### config.mk
export PLATFORM = sky130hd
export DESIGN_NAME = cordic_vec_output_stage
export DESIGN_NICKNAME = d
export VERILOG_FILES = /design/src/rtl/cordic_pkg.sv /design/src/rtl/cordic_gain_comp.sv /design/src/rtl/cordic_vec_output_stage.sv
export SDC_FILE = /design/constraint.sdc
export NUM_CORES = 1
export LEC_CHECK = 0
export CAP_MARGIN = 15
export CORE_ASPECT_RATIO = 1.1
export CORE_UTILIZATION = 42
export CTS_CLUSTER_DIAMETER = 150
export CTS_CLUSTER_SIZE = 16
export DETAILED_ROUTE_END_ITERATION = 7
export PLACE_DENSITY = 0.84
export SLEW_MARGIN = 20
export SYNTH_ARGS = -nofsm -noshare
export SYNTH_HDL_FRONTEND = slang
export SYNTH_SLANG_ARGS = --single-unit
### constraint.sdc
create_clock -name clk -period 2.2 [get_ports clk]
set_clock_uncertainty 0.15 [all_clocks]
set_input_delay 0.44 -clock clk [delete_from_list [all_inputs] [get_ports clk]]
set_output_delay 0.44 -clock clk [all_outputs]
set_load 0.005 [all_outputs]
### src/rtl/cordic_pkg.sv
// Shared constants for the CORDIC vectoring output stage: gain-compensation
// term tables, pre-rotation quadrant codes, FSM state type and binary-angle pi.
package cordic_pkg;

    localparam int CORDIC_GAIN_TERMS = 7;

    // 1/K ~= 0.6072540 as a signed sum of right-shifted copies of x.
    localparam int unsigned GAIN_SHIFT [CORDIC_GAIN_TERMS] = '{1, 3, 6, 9, 12, 14, 16};
    // Bit k set means term k is subtracted.
    localparam logic [CORDIC_GAIN_TERMS-1:0] GAIN_SUB = 7'b0011100;

    localparam logic [1:0] QUAD_NONE   = 2'b00;
    localparam logic [1:0] QUAD_ADD_PI = 2'b01;
    localparam logic [1:0] QUAD_SUB_PI = 2'b10;
    localparam logic [1:0] QUAD_RSVD   = 2'b11;

    typedef enum logic [1:0] {
        ST_IDLE  = 2'd0,
        ST_SCALE = 2'd1,
        ST_HOLD  = 2'd2
    } state_t;

    // +pi and -pi share one code in a binary angle of the given width.
    function automatic logic [31:0] angle_pi(input int unsigned width);
        return 32'd1 << (width - 1);
    endfunction

endpackage

### src/rtl/cordic_gain_comp.sv
// Sequential shift-add removal of the CORDIC gain: one term per enabled cycle,
// o_done flags the cycle whose edge adds the final term.
module cordic_gain_comp
    import cordic_pkg::*;
#(
    parameter int DATA_WIDTH = 16
) (
    input  logic                  clk,
    input  logic                  rst,
    input  logic                  i_start,
    input  logic                  i_en,
    input  logic [DATA_WIDTH-1:0] i_x,
    output logic                  o_done,
    output logic [DATA_WIDTH-1:0] o_result
);

    localparam int ACC_W = DATA_WIDTH + 2;
    localparam logic [2:0] LAST_TERM = 3'(CORDIC_GAIN_TERMS - 1);

    logic [DATA_WIDTH-1:0]   r_x;
    logic signed [ACC_W-1:0] r_acc;
    logic [2:0]              r_k;

    int unsigned             w_shift;
    logic signed [ACC_W-1:0] w_term;
    logic signed [ACC_W-1:0] w_acc_next;

    always_comb begin
        // NOTE: every always_comb output gets a default first so no path leaves it unassigned (no latch).
        w_shift = GAIN_SHIFT[r_k];
        w_term  = '0;
        if (w_shift < DATA_WIDTH) begin
            w_term = $signed({2'b00, r_x >> w_shift});
        end
        w_acc_next = GAIN_SUB[r_k] ? (r_acc - w_term) : (r_acc + w_term);
    end

    // NOTE: state updates use non-blocking assignments so every register samples pre-edge values.
    always_ff @(posedge clk or negedge rst) begin
        if (!rst) begin
            r_x   <= '0;
            r_acc <= '0;
            r_k   <= '0;
        end else if (i_start) begin
            r_x   <= i_x;
            r_acc <= '0;
            r_k   <= '0;
        end else if (i_en) begin
            r_acc <= w_acc_next;
            r_k   <= (r_k == LAST_TERM) ? 3'd0 : r_k + 3'd1;
        end
    end

    assign o_done   = i_en && (r_k == LAST_TERM);
    assign o_result = w_acc_next[DATA_WIDTH-1:0];

endmodule

### src/rtl/cordic_vec_output_stage.sv
// CORDIC vectoring output stage: gain compensation, quadrant angle correction and
// valid/ready result hold. Gain compensation is built only with CORDIC_GAIN_COMP_EN.
module cordic_vec_output_stage
    import cordic_pkg::*;
#(
    parameter int DATA_WIDTH  = 16,
    parameter int ANGLE_WIDTH = 16
) (
    input  logic                   clk,
    input  logic                   rst,
    input  logic                   in_valid,
    output logic                   in_ready,
    input  logic [DATA_WIDTH-1:0]  in_x,
    input  logic [ANGLE_WIDTH-1:0] in_z,
    input  logic [1:0]             in_quad,
    output logic                   out_valid,
    input  logic                   out_ready,
    output logic [DATA_WIDTH-1:0]  out_mag,
    output logic [ANGLE_WIDTH-1:0] out_angle,
    output logic                   busy,
    output logic                   overrun
);

    localparam logic [ANGLE_WIDTH-1:0] ANGLE_PI = ANGLE_WIDTH'(angle_pi(ANGLE_WIDTH));

    state_t                 r_state;
    state_t                 w_state_next;
    logic                   w_accept;
    logic [ANGLE_WIDTH-1:0] w_angle_corr;
    logic [DATA_WIDTH-1:0]  r_out_mag;
    logic [ANGLE_WIDTH-1:0] r_out_angle;
    logic                   r_overrun;

    assign w_accept = (r_state == ST_IDLE) && in_valid;

`ifdef CORDIC_GAIN_COMP_EN
    logic                  w_gc_done;
    logic [DATA_WIDTH-1:0] w_gc_result;

    cordic_gain_comp #(
        .DATA_WIDTH (DATA_WIDTH)
    ) u_gain_comp (
        .clk      (clk),
        .rst      (rst),
        .i_start  (w_accept),
        .i_en     (r_state == ST_SCALE),
        .i_x      (in_x),
        .o_done   (w_gc_done),
        .o_result (w_gc_result)
    );
`endif

    always_ff @(posedge clk or negedge rst) begin
        if (!rst) r_state <= ST_IDLE;
        else      r_state <= w_state_next;
    end

    always_comb begin
        w_state_next = r_state;
        case (r_state)
            ST_IDLE: begin
`ifdef CORDIC_GAIN_COMP_EN
                if (in_valid) w_state_next = ST_SCALE;
`else
                if (in_valid) w_state_next = ST_HOLD;
`endif
            end
`ifdef CORDIC_GAIN_COMP_EN
            ST_SCALE: if (w_gc_done) w_state_next = ST_HOLD;
`endif
            ST_HOLD:  if (out_ready) w_state_next = ST_IDLE;
            default:  w_state_next = ST_IDLE;
        endcase
    end

    always_comb begin
        in_ready  = (r_state == ST_IDLE);
        out_valid = (r_state == ST_HOLD);
        busy      = (r_state != ST_IDLE);
    end

    // Code 11 is reserved and passes the angle through like 00.
    always_comb begin
        w_angle_corr = in_z;
        if (in_quad == QUAD_ADD_PI || in_quad == QUAD_SUB_PI) begin
            w_angle_corr = in_z + ANGLE_PI;
        end
    end

    always_ff @(posedge clk or negedge rst) begin
        if (!rst) begin
            r_out_mag   <= '0;
            r_out_angle <= '0;
            r_overrun   <= 1'b0;
        end else begin
            if (w_accept) r_out_angle <= w_angle_corr;
`ifdef CORDIC_GAIN_COMP_EN
            if (r_state == ST_SCALE && w_gc_done) r_out_mag <= w_gc_result;
`else
            if (w_accept) r_out_mag <= in_x;
`endif
            if (in_valid && r_state != ST_IDLE) r_overrun <= 1'b1;
        end
    end

    assign out_mag   = r_out_mag;
    assign out_angle = r_out_angle;
    assign overrun   = r_overrun;

endmodule

**Word-level counts from Yosys, hierarchy flattened**

Index checks and enable logic that the tools add are counted.

- Add/sub/neg operators: 1
- Equality and inequality tests: 5
- Multiplexer cells: 4
- Reductions and logical operators: 6

Operator list:

| cell | count |
|---|---|
| adder 16 bit, second input constant | 1 |
| two-way mux 16 bit | 1 |
| equality test 2 bit, second input constant | 2 |
| two-way mux 2 bit | 2 |
| one-hot mux 2 bit (2 select lines) | 1 |
| equality test 2 x 1 -> 1 bit, second input constant | 1 |
| logical AND 1 bit | 2 |
| zero test 2 bit | 1 |
| != test 2 x 1 -> 1 bit, second input constant | 1 |
| != test 2 bit, second input constant | 1 |
| AND reduction 2 bit | 1 |
| nonzero test 2 bit | 1 |
| logical OR 1 bit | 1 |

- Register bits after elaboration: 35
- Input port bits: 38
- Output and inout bits: 36
- Logic and storage cells: 20

**Depth between registers and ports, before layout**

Gate-level depths: netlist (run 1).

- Depth after elaboration: 3
- Depth in mapped cells: 4
- Gate-level depth less buffers: 2

**Worst setup path after synthesis (run 1)**

OpenSTA, ideal clock, no wires.

- Kind: in2reg
- From: in in_valid
- To: reg r_out_angle[0] (netlist: out_angle[0])
- Setup time: 0.125 ns
- Arrival: 1.135 ns
- Data required time: 1.925 ns
- Slack: 0.789 ns
- Stages: 4
- Path buffers: 2
- Cell sequence: nor2b_2 > buf_6 > buf_12 > mux2_4

- Cells in the longest elaborated chain, start to end: 1

RTL lines:

| element | RTL line | RTL |
|---|---|---|
| from (decl) | cordic_vec_output_stage.sv:11 | `input logic in_valid,` |
| logical AND 1 bit | cordic_vec_output_stage.sv:34 | `assign w_accept = (r_state == ST_IDLE) && in_valid;` |
| to (signal assigned) | cordic_vec_output_stage.sv:96 | `if (w_accept) r_out_angle <= w_angle_corr;` |
| to (decl) | cordic_vec_output_stage.sv:31 | `logic [ANGLE_WIDTH-1:0] r_out_angle;` |

Every way passes these cells.
A chain may end at the register's enable or synchronous reset.

**Worst setup path in the final report (run 1)**

- From: reg r_state[1]
- To: out in_ready

- Cells in the longest elaborated chain, start to end: 1

RTL lines:

| element | RTL line | RTL |
|---|---|---|
| from (decl) | cordic_vec_output_stage.sv:26 | `state_t r_state;` |
| from (signal assigned) | cordic_vec_output_stage.sv:55 | `else r_state <= w_state_next;` |
| zero test 2 bit | cordic_vec_output_stage.sv:77 | `in_ready = (r_state == ST_IDLE);` |
| to (decl) | cordic_vec_output_stage.sv:12 | `output logic in_ready,` |

Every way passes these cells.

==> results by stage, run 1 <==
Route:
- The via count is 919.
- The pre-antenna-repair detailed-routing pass consisted of 7 iterations.
- The number of remaining DRC errors is 7.
- The first routing iteration left 33 violations.
- The routed wire length is 2.97 mm.
- After detailed routing, the number of vias per cell comes to 4.57.
- Dividing the detail-routed wire length by the instance count gives 14.8 µm.
- The antenna violation net count after detailed routing is 0.

Global route:
- The initial antenna violation count was 0.
- The first global-routing pass estimated approximately 4.8 mm of wire.
- The number of global-route vias before repair was 960.
- Global routing used 17.9% of the available tracks across all layers.
- The leftover overflow at the end of global routing is 0.
- The maximum number of pins on one net before global-route repair is 35.

Die:
- between 70 and 80 I/O pins were placed.
- The die covers 3700 µm².
- The width of the die is 58.1 µm.
- The vertical die dimension is 63.7 µm.
- The number of rows created at floorplan is 22.
- The core area is 3330 µm².
- For this configuration, the core starts out at a cell density of 43.6%.

Clock tree:
- The clock tree buffer depth is 2.
- Clock tree synthesis selected as its root buffer the cell sky130_fd_sc_hd__clkbuf_4.
- The clock-pin slew of the registers on the worst-case setup and hold paths is ~0.090 ns.
- The H-tree generated during clock tree synthesis spans 2 levels.
- The number of resized instances in the post-cts repair step is 0.
- For this design, the sink count on the clock tree is 34.
- The post-CTS setup buffer count is 0.
- TritonCTS built the clock tree.
- The later pin in the worst-skew pair is clocked with a latency of 0.33 ns.
- For this design, the CTS-stage hold fixing added 0 buffers.
- The total CTS buffers is 5.

Hold path:
- The worst min-delay path startpoint is overrun.
- The path class of the tightest hold or removal check is flop to flop.
- Counting instances, the worst hold path has a depth of 1.
- The hold path endpoint is overrun.

Synth:
- The post-synthesis instance area is 1450 µm².
- Counting every net in the synthesized netlist gives between 100 and 150.
- The synthesized design devotes to its leading area cell type 58.6% of total area.
- Ranked by total cell area, the synthesized netlist is headed by sky130_fd_sc_hd__dfrtp_1 59%, sky130_fd_sc_hd__mux2_4 30%, sky130_fd_sc_hd__buf_12 4.1%.
- sky130_fd_sc_hd__dfrtp_1 takes more of the synthesized area than any other cell.
- Yosys mapped the design onto 11 distinct sky130hd cell types.
- The post-synthesis instance total is 76.
- Yosys printed 0 warnings.
- Averaged over all synthesized cells, the footprint is 19.1 µm².
- The flip-flop and latch count after synthesis is 34.
- The proportion of synthesized chip area in sequential cells is 58.6%.

Setup path:
- STA classifies the critical path startpoint as a flop.
- The number of cells on the worst reg-to-reg path is 3.
- For the worst setup path, the data arrival time is ~1.4 ns.
- The endpoint kind of the worst setup timing path is an output pin.
- The endpoint identified for the worst register-to-register timing path is out_mag[13].
- The critical path goes through inv_1 > clkdlybuf4s50_1.
- At the worst endpoint, the required time is around 1.6 ns.
- The cell family contributing the most delay on the critical path is buffers and inverters.
- Setup slack on the worst reg-to-reg path comes out at 0.69 ns.
- In this run the critical register-to-register path is launched from r_state[1].
- The critical path's largest stage delay is ~0.51 ns.
- The critical path in this run is classified as flop to output pin.
- The cell with the largest stage delay on the worst path is sky130_fd_sc_hd__clkdlybuf4s50_1.
- The total buffers and inverters traversed by the critical path is 2.
- The largest fanout on the critical path is 5.

Place:
- Detailed placement finished with a half-perimeter wire length of 2.09 mm.
- Input and output buffers added on the ports amount to 73.
- Routability-driven placement finished with a final weighted congestion of 0.759.

Final layout:
- The most common library cell in the layout ignoring fill and taps is sky130_fd_sc_hd__clkdlybuf4s50_1.
- The antenna cell count is 0.
- The share of layout cells above drive strength 1 is approximately 28%.
- After filler insertion, the fill cell instance count of the layout stands at about 240.
- In the layout the commonest cells are 73 x sky130_fd_sc_hd__clkdlybuf4s50_1, 34 x sky130_fd_sc_hd__dfrtp_1, 29 x sky130_fd_sc_hd__mux2_4.
- The sequential cell area is 851 µm².
- Compared with the post-synthesis result, the final layout area differs by 54.6%.
- The post-layout utilization of the core is around two thirds.
- The footprint of the multi-input gates is 523 µm².
- After the last flow step, the layout net total stands at 191.

Pwr:
- The analysis attributes to cell leakage a power of 0.989 nW.
- For this design the ratio of total power to cell area is 810 nW/µm².
- The overall power is 1.82 mW.
- VDD sags by at most 515 µV.

Timing:
- Setup violations remaining at the end of the flow were counted as 0.
- Dividing the final minimum period by the clock period gives 90.7%.
- In this run the tightest slew margin relative to its limit is 72.5%.
- The final-report max-slew violation count was 0.
- The routed design could run at a clock period as short as 2.00 ns.
- For the pin with the worst max-slew slack, the measured transition is 0.413 ns.
- The number of failing hold endpoints at the final stage was 0.
- The sum of negative setup slack is 0 ns.
- Timing would allow up to 501 MHz.
- Setup repair after global routing left no endpoint under its margin.

Status:
- The run finished, with violations left.
- The checks that failed: DRC.

Flow run:
- The reported max-cap violation count is 0.
==> logic make-up (layout without fill, tap and decap cells) <==
kind of cell	after synthesis	after routing	share of synthesized area (%)
xor gates and xnor gates	1	1	1.64
buffers and inverters	6	83	5.69
DFF	34	34	58.6
muxes	32	32	32.3
AOI/OAI and AO/OA	2	2	1.12
and+or+nand+nor	1	1	0.604
==> state kept, by name, summed over array words and instances (netlist names) <==
signal / count
overrun: 1
out_angle: 16
out_mag: 16
r_state: 1
==> worst max path at each step <==
stage	from	endpoint	cells after the start
final	r_state[1]	in_ready	2
after global placement	in_valid	out_angle[13]	4
after CTS	r_state[1]	in_ready	2
after detailed placement	in_valid	out_mag[13]	4
after global routing	r_state[1]	in_ready	2
after floorplan	in_valid	out_angle[0]	4
==> stage by stage <==
step / instances / setup slack [ns] / instance area (µm²) / hold slack, ns
floorplan: 76 / 0.789 / 1450 / -0.00559
global placement: 194 / 0.240 / 2200 / 0.300
detailed placement: 194 / 0.178 / 2200 / 0.297
CTS: 201 / 0.178 / 2240 / 0.332
global route: 201 / 0.141 / 2240 / 0.365
finish: 201 / 0.205 / 2240 / 0.331
==> area by class of cell <==
cell class | instances | share of cell area [%]
clock buffer | 5 | 1.67
timing repair buffer | 75 | 33.8
clock inverter | 2 | 0.446
multi-input combinational | 36 | 23.3
tap | 48 | 2.68
sequential | 34 | 37.9
inverter | 1 | 0.167
==> routing by layer <==
layer | global-route usage, % | routed length (µm) | vias up
met5 | 0 | 0 | -
li1 | - | - | 415
met4 | 9.82 | 52 | 0
met1 | 23.9 | 1250 | 452
met3 | 5.95 | 281 | 4
met2 | 25.3 | 1380 | 48
==> synthesized netlist by cell type (all sizes together) <==
library cell,number
a21o,1
o21bai,1
buf,5
mux2,32
xor3,1
dfrtp,34
nor2b,1
inv,1
==> where the power goes <==
group | leakage, nW | internal [mW] | switching (mW)
sequential | 0.394 | 0.762 | 0.0816
clock | 0.0308 | 0.115 | 0.202
combinational | 0.563 | 0.492 | 0.166
total | 0.989 | 1.37 | 0.449
No activity file was read; power rests on OpenSTA's default activity.
==> inputs of run 2 (changes only) <==
--- a/config.mk
+++ b/config.mk
@@ -7,11 +7,11 @@
 export LEC_CHECK = 0
 export CAP_MARGIN = 15
 export CORE_ASPECT_RATIO = 1.1
-export CORE_UTILIZATION = 42
+export CORE_UTILIZATION = 50
 export CTS_CLUSTER_DIAMETER = 150
 export CTS_CLUSTER_SIZE = 16
 export DETAILED_ROUTE_END_ITERATION = 7
-export PLACE_DENSITY = 0.84
+export DONT_BUFFER_PORTS = 1
 export SLEW_MARGIN = 20
 export SYNTH_ARGS = -nofsm -noshare
 export SYNTH_HDL_FRONTEND = slang
==> results by stage, run 2 (synthesis results as in run 1) <==
Pwr:
- In this run the static leakage power is 0.717 nW.
- The power density over cell area is between 900 and 1000 nW/µm².
- The design draws 1.51 mW.
- IR analysis of the VDD net gives a maximum drop of 623 µV.

Place:
- The post-detailed-placement half-perimeter wirelength is 1.45 mm.
- The instance area after placement is around 1400 µm².
- The number of buffers inserted by port buffering is 0.
- At the end of routability-driven placement, the weighted congestion stood at 0.574.

Setup path:
- Traced cell by cell, the critical path runs through nor2b_4 > buf_4 > mux2_4.
- The largest fanout on the critical path is 17.
- The worst reg2reg path depth is 3.
- The capture point of the worst reg-to-reg path is out_angle[2].
- The critical path's largest stage delay is roughly 0.47 ns.
- The startpoint of the worst register-to-register path is r_state[1].
- The launching element type of the critical path is a flop.
- In this run the worst setup path begins at r_state[1].
- The cell with the largest stage delay on the worst path is sky130_fd_sc_hd__dfrtp_1.
- The worst endpoint required time is 2.27 ns.
- The worst setup path category is flop to flop.
- The data arrival time of the worst path is between 1.5 and 2 ns.
- Across all register-to-register paths, the minimum setup slack is 0.69 ns.
- The worst setup path is captured at a flop.
- The worst setup path endpoint is out_angle[2].

Timing:
- Setup violations remaining at the end of the flow were counted as 0.
- Static timing analysis puts the maximum clock frequency at 662 MHz.
- The minimum clock period after layout is 1.51 ns.
- The worst pin sits at a relative slew slack of 80.2%.
- Hold timing on the final database bottoms out at a slack of 0.0391 ns.
- Setup repair after global routing left no endpoint under its margin.
- The worst-margin pin slew is between 0.2 and 0.3 ns.
- The period utilization is 68.6%.
- For the final routed database, the setup TNS stands at 0 ns.
- The number of failing hold endpoints at the final stage is 0.
- The final-report max-slew violation count is 0.

Clock tree:
- The library cell used as clock root buffer is sky130_fd_sc_hd__clkbuf_4.
- Buffers inserted during clock tree synthesis total 5.
- Clock latency on the worst-skew pair, taken at its later pin, is 0.32 ns.
- TritonCTS built the clock tree.
- In this run the post-CTS setup repair buffer count came out at 0.
- The longest clock path from root to sink contains 2 buffers.
- The clock tree synthesis step divided the H-tree into 2 levels.
- The clock-pin slew of the registers on the worst-case setup and hold paths is 0.10 ns.
- Counting every sink on the clock net gives 34.

Final layout:
- 0 antenna diodes ended up in the layout.
- In the layout the commonest cells are 34 x sky130_fd_sc_hd__dfrtp_1, 29 x sky130_fd_sc_hd__mux2_4, 5 x sky130_fd_sc_hd__clkbuf_4.
- The area added between synthesis and finish is 5.00%.
- Leaving out fill and tap cells, the most frequent cell in the layout is sky130_fd_sc_hd__dfrtp_1.
- The number of nets in the finished design is 120.
- The summed area of non-filler cells in the final layout is 1520 µm².
- Of the cells placed in the final design, the portion with a size suffix greater than 1 is a little over half.
- The final-layout fill cell count is 230.

Status:
- The flow ran to the end, and the final reports show no timing, DRC or antenna violations.

Die:
- Pin placement for this block handled 74 I/O pins.
- Once the floorplan was initialized, standard cells occupied approximately 53% of the core.
- The vertical die dimension is roughly 59 µm.
- The total area inside the core boundary comes to 2750 µm².
- The number of rows created at floorplan is 20.
- The width of the die is 53.4 µm.
- The die covers 3120 µm².

Global route:
- The global routing stage identified its most utilized layer as met2.
- Global routing used 22.9% of the available met2 tracks.
- Entering global routing, the biggest net connects 35 pins.
- For this run, the total global-route usage over all layers was measured as 15.2%.
- The met1 track demand over resource in global routing is 16.5%.
- The global routing usage on met3 is 10.1%.
- The initial antenna violation count was 0.
- The leftover overflow at the end of global routing is 0.
- The number of global-route vias before repair came to 659.
- The first-pass GRT wire length is 3.20 mm.

Route:
- The first detailed-routing pass ran for 2 iterations.
- The routed wire length is 2.10 mm.
- The initial DRC count is 2.
- The count of nets left with antenna violations once routing finished came out at 0.
- The detailed-route vias per instance is 5.43.
- In the final routed layout, each cell accounts on average for 18.1 µm.
- The number of remaining DRC errors is 0.
- The via count is 630.

Flow run:
- The tool flagged a number of max-cap violations equal to 0.

Hold path:
- Along the worst hold path, the cell count comes to 1.
- The worst hold-check path type is input pin to flop.
run 2: changes by cell type in the layout (fill, tap and decap cells not counted):
cell                              change
sky130_fd_sc_hd__clkinv_2             -1
sky130_fd_sc_hd__clkbuf_8             +1
sky130_fd_sc_hd__buf_4                +1
sky130_fd_sc_hd__clkbuf_1             +1
sky130_fd_sc_hd__dlygate4sd3_1        +1
sky130_fd_sc_hd__clkdlybuf4s50_1     -73
run 2: stage by stage:
step / setup WS, ns / utilization, % / instances
after detailed placement: 0.685 / 52.1 / 106
after floorplan: 0.789 / - / 76
final: 0.690 / 55.4 / 116
after global routing: 0.636 / 55.4 / 116
after CTS: 0.669 / 55.4 / 116
after global placement: 0.713 / 52.1 / 106
run 2: worst max-delay path: cells and delay by family (launching register included):
kind,cells,cell delay [ns]
flip-flops,1,0.47
multiplexers,1,0.34
buffers and inverters,1,0.30
AND/OR/NAND/NOR,1,0.14
run 2: how the worst min path moves through the flow:
stage	end	startpoint	slack, ns
2_1_floorplan	out_angle[0]	rst	-0.006
3_3_place_gp	out_mag[3]	rst	-0.005
3_5_place_dp	out_mag[2]	rst	-0.005
4_1_cts	r_state[1]	out_ready	0.02
5_1_grt	r_state[1]	out_ready	0.002
6_report	r_state[1]	out_ready	0.04
run 2: routing by layer:
metal | share of wire [%] | wire, µm
met2 | 48 | 1000
met1 | 38 | 788
met5 | 0 | 0
met4 | 1.4 | 29
met3 | 13 | 279
run 2: cell type report:
class / count / area (µm²) / share of cell area [%]
Timing Repair Buffer: 4 / 45.0 / 2.96
Clock buffer: 7 / 55.1 / 3.61
Tap cell: 33 / 41.3 / 2.71
Inverter: 1 / 3.75 / 0.246
Clock inverter: 1 / 5.00 / 0.328
Multi-Input combinational cell: 36 / 523 / 34.3
Sequential cell: 34 / 851 / 55.8
run 2: power breakdown:
| part | internal [mW] | switching, mW | leakage [nW] | total (mW) |
|---|---|---|---|---|
| clock | 0.155 | 0.193 | 0.0353 | 0.348 |
| combinational | 0.203 | 0.0797 | 0.288 | 0.283 |
| sequential | 0.763 | 0.113 | 0.394 | 0.876 |
| total | 1.12 | 0.386 | 0.717 | 1.51 |
run 2: repair_timing:
item,CTS,global route
gates resized for setup,0,0
hold endpoints to repair,34,0
hold buffers,2,0
==> inputs of run 3 (changes only) <==
==> constraint.sdc (replaced) <==
create_clock -name clk -period 1.45 [get_ports clk]
set_clock_uncertainty 0.15 [all_clocks]
set_input_delay 0.29 -clock clk [delete_from_list [all_inputs] [get_ports clk]]
set_output_delay 0.29 -clock clk [all_outputs]
set_load 0.005 [all_outputs]
==> results by stage, run 3 (synthesis results as in run 1) <==
Die:
- The width of the die is 53.4 µm.
- The number of rows created at floorplan is 20.
- The initial cell density of the core is between 50 and 60%.
- From bottom edge to top edge, the die measures a little under 60 µm.
- The total area inside the core boundary comes to about 2800 µm².
- The full die area is 3120 µm².
- The number of placed I/O pins is 74.

Timing:
- The worst hold slack is 0.103 ns.
- The number of failing hold endpoints at the final stage is 0.
- The relative slew slack is 87.4%.
- The minimum clock period after layout is approximately 1.4 ns.
- The final-report max-slew violation count was 0.
- Static timing analysis puts the maximum clock frequency at 698 MHz.
- The period utilization is 98.7%.
- The worst-margin pin slew is 0.189 ns.
- Setup violations remaining at the end of the flow were counted as 0.
- Setup repair after global routing could not meet its margin everywhere.

Global route:
- The maximum number of pins on one net before global-route repair is 35.
- The first-pass GRT wire length is 4.04 mm.
- Global routing finished with a remaining overflow of 0.
- The initial antenna violation count came to 0.
- For this run, the total global-route usage over all layers was measured as 19.0%.
- The number of global-route vias before repair is 779.

Route:
- The via count is 776.
- After detailed routing, the total wire length is 2.74 mm.
- Dividing the detail-routed wire length by the instance count gives 18.1 µm.
- Using the TritonRoute via totals, the vias-per-cell ratio works out to 5.14.
- The antenna violation net count after detailed routing is 0.
- The first detailed-routing pass ran for 2 iterations.
- After the first detailed-routing iteration, the DRC count stood at 4.
- After detailed routing, the number of remaining DRC violations is 0.

Setup path:
- The setup path with the least slack is of type flop to flop.
- STA classifies the critical path startpoint as a flop.
- The endpoint kind of the worst setup timing path is a flop.
- The cell with the largest stage delay on the worst path is sky130_fd_sc_hd__dfrtp_1.
- Broken down by cell family, the worst path's largest delay share belongs to flip-flops.
- Of all nets on the critical path, the largest fanout is 18.
- The worst endpoint required time is 1.52 ns.
- The critical path's largest stage delay is 0.45 ns.
- Traced cell by cell, the critical path runs through nor2b_4 > buf_12 > mux2_4.
- At the worst endpoint, the arrival time is 1.50 ns.
- The number of buffers and inverters on the critical path is 1.

Flow run:
- The reported max-cap violation count is 0.

Final layout:
- The count of cells in the finished layout, fillers not included, comes to 151.
- After routing the design area is 1910 µm².
- The area added between synthesis and finish is 31.7%.
- The antenna cell count is 0.
- The footprint of the multi-input gates is 534 µm².
- The final-layout fill cell count is 204.
- In the layout the commonest cells are 34 x sky130_fd_sc_hd__dlygate4sd3_1, 34 x sky130_fd_sc_hd__dfrtp_1, 32 x sky130_fd_sc_hd__mux2_4.
- The sequential cell area is 851 µm².
- Cells with a size suffix above 1 make up roughly two fifths of the layout.
- The net count of the finished layout is 155.

Hold path:
- The tightest min-delay check is of the input pin to flop type.

Place:
- The post-detailed-placement half-perimeter wirelength is 1.45 mm.
- Including well taps, the total number of placed cells is between 100 and 150.
- After detailed placement, the total cell area comes to about 1500 µm².
- Port buffering added 0 buffers.
- The routability-driven placement congestion ratio is 0.622.

Pwr:
- The power density over cell area is 1270 nW/µm².
- The maximum VDD drop is 1030 µV.
- The design draws 2.44 mW.
- The leakage power total is 0.885 nW.

Clock tree:
- The longest clock path from root to sink contains 2 buffers.
- The clock-pin slew of the registers on the worst-case setup and hold paths is 0.10 ns.
- CTS saw 34 sinks.
- At the later pin of the worst-skew pair, clock insertion delay measures 0.33 ns.
- Clock tree synthesis inserted a total of 5 buffers.
- TritonCTS built the clock tree.
- The maximum level of the CTS H-tree is 2.
- The cell sitting at the root of the clock tree is a sky130_fd_sc_hd__clkbuf_4.

Status:
- The flow ran to the end, and the final reports show no timing, DRC or antenna violations.
==> run 3: worst register-to-register path, stage by stage, from the launching register on <==
cell and delay, ns:
sky130_fd_sc_hd__dfrtp_1 0.45, sky130_fd_sc_hd__nor2b_4 0.19, sky130_fd_sc_hd__buf_12 0.20, sky130_fd_sc_hd__mux2_4 0.32
==> run 3: final cells by class <==
type                       instances  area share, %
clock inverter                     1          0.262
multi-input combinational         36           27.9
timing repair buffer              39           21.9
inverter                           1          0.327
sequential                        34           44.5
tap                               33           2.16
clock buffer                       7           2.88
==> run 3: what timing repair did <==
action	4_1_cts	5_1_grt
setup buffers	0	1
gates resized for setup	3	3
setup endpoints to repair	1	9
hold buffers	35	0
endpoints found under the hold margin	67	0
==> run 3: worst paths after layout <==
kind                            cells past startpoint  startpoint       endpoint  slack, ns
max in group asynchronous                           2         rst   out_angle[6]       0.71
worst min register to register                      1     overrun        overrun       0.35
worst max register to register                      3  r_state[1]    out_mag[14]       0.02
min in group asynchronous                           2         rst     out_mag[9]       0.26
worst max-delay path                                3  r_state[1]    out_mag[14]       0.02
worst min-delay path                                2    in_z[15]  out_angle[15]       0.10
==> run 3: power by group <==
part	switching, mW	internal (mW)
Combinational	0.152	0.404
Sequential	0.176	1.16
Clock	0.312	0.235
Total	0.640	1.80
==> run 3: layer usage <==
layer / track usage [%] / share of wire (%)
met1: 22.7 / 41
met2: 28.4 / 48
met3: 10.6 / 9.1
met4: 6.77 / 1.6
met5: 0 / 0
==> run 3: metrics by stage <==
stage	TNS (ns)	util (%)	setup WS [ns]
global placement	0	53.3	0.0553
CTS	0	68.8	0.00250
finish	0	69.5	0.0182
detailed placement	0	53.3	0.0335
floorplan	0	-	0.0688
global route	-0.0172	69.5	-0.0116
